===== config.mk =====
export PLATFORM = sky130hd
export DESIGN_NAME = oam_dma_engine
export DESIGN_NICKNAME = d
export VERILOG_FILES = /design/src/rtl/oam_dma_engine.sv
export SDC_FILE = /design/constraint.sdc
export NUM_CORES = 1
export LEC_CHECK = 0
export CORE_ASPECT_RATIO = 0.5
export CORE_MARGIN = 2
export CORE_UTILIZATION = 35
export CTS_CLUSTER_DIAMETER = 40
export DETAILED_ROUTE_END_ITERATION = 10
export GPL_TIMING_DRIVEN = 0
export HOLD_SLACK_MARGIN = 0.05
export SETUP_SLACK_MARGIN = 0.4
export SYNTH_ARGS = -nofsm -noshare
export SYNTH_HDL_FRONTEND = slang
export SYNTH_SLANG_ARGS = --single-unit

===== constraint.sdc =====
create_clock -name clk -period 5.7 [get_ports clk]
set_input_delay 0.57 -clock clk [delete_from_list [all_inputs] [get_ports clk]]
set_output_delay 0.57 -clock clk [all_outputs]
set_load 0.01 [all_outputs]

===== src/rtl/oam_dma_engine.sv =====
// OAM DMA engine: on a write to 0xFF46 copies NUM_BYTES from page {src_hi, 8'h00} into OAM.
// dma_addr_select_o == 16'hFFFF tells the MMU no DMA is in progress, releasing CPU access to OAM.
module oam_dma_engine #(
    parameter int unsigned BYTE_PERIOD = 4,
    parameter int unsigned NUM_BYTES   = 160,
    parameter logic [15:0] OAM_BASE    = 16'hFE00
) (
    input  logic        clk,
    input  logic        rst,
    input  logic [15:0] mmio_addr_select_i,
    input  logic [7:0]  mmio_write_value_i,
    input  logic        mmio_write_enable_i,
    output logic [7:0]  mmio_read_out_o,
    output logic [15:0] dma_addr_select_o,
    output logic [7:0]  dma_write_value_o,
    output logic        dma_write_enable_o,
    input  logic [7:0]  dma_read_out_i,
    output logic        dma_busy_o
);
    localparam logic [15:0] RegAddr     = 16'hFF46;
    localparam logic [15:0] NoDma       = 16'hFFFF;
    localparam logic [7:0]  LastIdx     = 8'(NUM_BYTES - 1);
    localparam logic [15:0] WaitInit    = (BYTE_PERIOD > 3) ? 16'(BYTE_PERIOD - 4) : 16'd0;
    localparam bit          ShortPeriod = (BYTE_PERIOD == 3);

    typedef enum logic [2:0] {StIdle, StStart, StRead, StLatch, StWrite, StWait} state_e;

    state_e      state_q;
    logic [7:0]  src_hi_q;
    logic [7:0]  idx_q;
    logic [7:0]  data_q;
    logic [15:0] wait_q;
    logic [15:0] addr_q;
    logic        we_q;
    logic        busy_q;

    logic       reg_wr;
    logic       byte_done;
    logic       last_byte;
    logic [7:0] eff_hi;
    logic [7:0] idx_next;

    always_comb begin
        reg_wr    = mmio_write_enable_i && (mmio_addr_select_i == RegAddr);
        // Echo pages 0xE0-0xFF fold down onto WRAM so reads never hit OAM/IO.
        eff_hi    = (src_hi_q >= 8'hE0) ? (src_hi_q - 8'h20) : src_hi_q;
        byte_done = ((state_q == StWrite) && ShortPeriod) ||
                    ((state_q == StWait) && (wait_q == 16'd0));
        last_byte = (idx_q == LastIdx);
        idx_next  = idx_q + 8'd1;
    end

    always_ff @(posedge clk or negedge rst) begin
        if (!rst) begin
            state_q  <= StIdle;
            src_hi_q <= 8'hFF;
            idx_q    <= 8'd0;
            data_q   <= 8'd0;
            wait_q   <= 16'd0;
            addr_q   <= NoDma;
            we_q     <= 1'b0;
            busy_q   <= 1'b0;
        end else if (reg_wr) begin
            // Restart abandons the old copy; a WRITE in flight this cycle still lands at this edge.
            src_hi_q <= mmio_write_value_i;
            state_q  <= StStart;
            idx_q    <= 8'd0;
            addr_q   <= NoDma;
            we_q     <= 1'b0;
            busy_q   <= 1'b1;
        end else if (byte_done) begin
            we_q <= 1'b0;
            if (last_byte) begin
                state_q <= StIdle;
                addr_q  <= NoDma;
                busy_q  <= 1'b0;
            end else begin
                state_q <= StRead;
                idx_q   <= idx_next;
                addr_q  <= {eff_hi, idx_next};
            end
        end else begin
            unique case (state_q)
                StIdle: begin
                end
                StStart: begin
                    state_q <= StRead;
                    idx_q   <= 8'd0;
                    addr_q  <= {eff_hi, 8'h00};
                end
                StRead: begin
                    state_q <= StLatch;
                end
                StLatch: begin
                    state_q <= StWrite;
                    data_q  <= dma_read_out_i;
                    addr_q  <= OAM_BASE + {8'h00, idx_q};
                    we_q    <= 1'b1;
                end
                StWrite: begin
                    state_q <= StWait;
                    wait_q  <= WaitInit;
                    we_q    <= 1'b0;
                end
                StWait: begin
                    wait_q <= wait_q - 16'd1;
                end
                default: begin
                    state_q <= StIdle;
                end
            endcase
        end
    end

    assign mmio_read_out_o    = src_hi_q;
    assign dma_addr_select_o  = addr_q;
    assign dma_write_value_o  = data_q;
    assign dma_write_enable_o = we_q;
    assign dma_busy_o         = busy_q;

endmodule

==> results list <==
- In the layout the commonest cells are clkdlybuf4s50_1, nand2_1, dfrtp_1, o21ai_0, dfstp_2.
- Setup slack closes at 2.962 ns.
- At the worst endpoint, the required time is 5.91 ns.
* First-pass GRT wire length: 14380 µm
* Via total after detailed routing: 2889
* Max FO, Critical Path: 10
- The clock drives 61 sinks.
* Post-Synthesis Cells: 324
* Share of post-route cells with drive strength above 1: 17.60%
- The wire-length estimate of the detail-placed layout is 6394 µm.
- Global routing consumed, over all layers together, 18.27% of the routing resources.
- Buffers added on ports: 68
- Violation count after the first detailed-route iteration: 154
* DIE AREA: 10040 µm²
- Number of ports placed on the die boundary: 69
* Count of fill cells added during filler insertion: 793
- DRT Pass-1 Iters: 4
- Using the TritonRoute via totals, the vias-per-cell ratio works out to 5.492.
- The die is 139.7 µm wide.
- Peak supply drop: 0.0002079 V
* Initial core utilization: 36.52%
- Across the routed clock network, the largest skew measured is 0.006092 ns.
* Number of clock buffers inserted by TritonCTS: 9
- Worst-case hold slack: 0.3386 ns
* DP Cell Count: 510
- Relative max-transition margin: 44.88%
* Flop and latch count out of synthesis: 61
- Timing would allow up to 0.3652 GHz.
* Critical Path End Type: register
- Fin crit share: 48.03%
- TritonCTS built the clock tree.
- Worst-Margin Slew: 0.8269 ns
- Number of hold buffers added after cts: 0
* Count of final max-slew check failures: 0
* Total negative slack: 0 ns
- The tightest min-delay check is of the primary input to asynchronous set/reset pin type.
- The run finished with clean final reports.
- Synth warn: 0
- Once layout is complete, the cells apart from fillers number 526.
- Number of buffers added for setup after CTS: 0
- Sequential standard cell area: 1556 µm²
- Final global-route overflow total: 0
- Crit Path Category: primary input to register
- In this run the vertical extent of the chip is 71.87 µm.
- The hold violation total from the final report was 0.
* Setup repair after global routing missed its margin: false
- Arrival time of data at the critical path endpoint: 2.94 ns
- Final setup violation count: 0
- After detailed routing, the average wire length per cell comes to 16.54 µm.
- The slowest stage of the critical path belongs to the cell or4b_1.
- Gates resized during post-CTS repair numbered 0.
* Total power: 0.002214 W
- Footprint of the multi-input gates: 1535 µm²
- The region available for standard cell placement spans 8828 µm².
* Post-synthesis async set-or-reset flop share: 100.0%
- In the synthesized netlist the dominant register cell turns out to be dfrtp_1.
* Count of cell types in the netlist: 59
* Worst-case setup slack after placement: 2.634 ns
- Most frequent standard cell in the layout excluding fill and tap cells: clkdlybuf4s50_1
- Series of cell instances along the critical path: clkdlybuf4s50_1, or4b_1, or4_4, o22ai_1, clkbuf_1, or2_2, o21ai_0
* Leak: 1.808 nW
* Initial antenna violation count: 0
- For this run, the register share of the synthesized area comes to 48.27%.
* Routability Congestion: 0.8721
- After clock tree synthesis, the clock-pin slew on the worst setup and hold paths is 0.05 ns.
- Maximum number of pins on one net before global-route repair: 35
- Num rows: 24
- DRC Markers: 0
* Net count after synthesis: 363
- For this design the ratio of total power to cell area is 501.1 nW/µm².
- Counting I/O delays and the setup requirement, the final critical path takes 2.738 ns.
* Library cell used as clock root buffer: clkbuf_16
- The clock reaches the later pin of the worst-skew pair after 0.33 ns.
- Counting both buffers and inverters, the worst setup path holds a total of 2.
- The worst setup path is launched from a primary input.
- For this run, the slowest stage of the critical path takes 0.52 ns.
* Worst-case clock buffer depth: 2
- The synthesized design contains 0 enable-type register cells.
* Antenna fix cells: 0
- Area added between synthesis and finish: 37.02%
- Mean instance size in the synthesized netlist: 9.952 µm²
- The count of nets left with antenna violations once routing finished came out at 0.
* Final net count: 443
- The cell area that synthesis handed to floorplanning was 3224 µm².
- H-tree levels: 3
* Via count of the first global-routing pass: 2795
- Broken down by cell family, the worst path's largest delay share belongs to simple AND/OR/NAND/NOR gates.
- Across the run, the number of max-cap violations was 0.
- Summed over all layers, the routed wires come to 8699 µm.
==> final cells by class <==
| type | instances | share of cell area (%) |
|---|---|---|
| sequential | 61 | 35.23 |
| multi-input combinational | 236 | 34.75 |
| timing repair buffer | 69 | 15.75 |
| clock buffer | 11 | 6.231 |
| tap | 117 | 3.313 |
| buffer | 18 | 2.237 |
| clock inverter | 5 | 1.728 |
| inverter | 9 | 0.7647 |
==> power by group <==
group          internal (W)  total [W]  switching, W
Combinational      0.000431   0.000877      0.000446
Sequential         0.000605   0.000709      0.000104
Clock              0.000434   0.000628      0.000194
Total               0.00147    0.00221      0.000744
==> state kept, by name, indices dropped and copies added, names as in the netlist <==
signal / cells
dma_write_value_o: 8
dma_write_enable_o: 1
state_q: 3
wait_q: 16
dma_addr_select_o: 16
mmio_read_out_o: 8
dma_busy_o: 1
idx_q: 8
==> synthesized netlist by cell type, drive strengths merged, types with 5 or more instances <==
cell,n,share of area (%)
inv,9,1.0
clkbuf,12,1.5
nor2,17,2.5
mux2,11,3.8
a21o,5,1.2
dfstp,24,20
nand3,15,2.5
or3,10,1.9
dfrtp,37,29
o22a,8,2.2
a21oi,18,2.8
or4,8,2.2
nand2,37,4.3
buf,6,1.6
or2,6,1.2
nor2b,5,0.97
o21ai,27,4.2
a31oi,7,1.4
==> worst paths after layout <==
check                      slack (ns)             startpoint              endpoint  depth (start not counted)
setup reg to reg                 3.05              wait_q[0]  dma_addr_select_o[2]                          8
min in group clk                 0.47     mmio_read_out_o[4]    mmio_read_out_o[4]                          2
hold / removal                   0.34                    rst             wait_q[4]                          1
max in group asynchronous        4.66                    rst    mmio_read_out_o[4]                          2
hold reg to reg                  0.47     mmio_read_out_o[4]    mmio_read_out_o[4]                          2
setup / recovery                 2.96  mmio_addr_select_i[3]             wait_q[0]                          7
==> stage by stage <==
step                      area, µm²  util (%)
after floorplan                3224         -
after global placement         4051     45.89
after detailed placement       4066     46.06
after CTS                      4418     50.04
after global routing           4418     50.04
final                          4418     50.04
==> worst reg2reg max path, stage by stage (launching register included) <==
cell       delay, ns
dfrtp_1         0.40
inv_1           0.11
ha_1            0.17
or4b_4          0.48
nor4_4          0.47
nand2_1         0.31
nand3_2         0.25
buf_4           0.22
a2bb2oi_1       0.17
==> per-layer routing <==
layer  routed length [µm]  global-route usage [%]
met1                 3927                   23.79
met2                 4173                   28.73
met3                  466                   6.016
met4                  132                   6.889
met5                    0                       0
==> logic make-up after synthesis <==
logic type      synth area share (%)
mux                            3.842
simple gates                   21.73
flops                          48.27
xor+xnor                      0.5434
buf+inv                        4.113
fa+ha+maj                      1.552
compound gates                 19.95
Power figures use the tool's default switching activity.
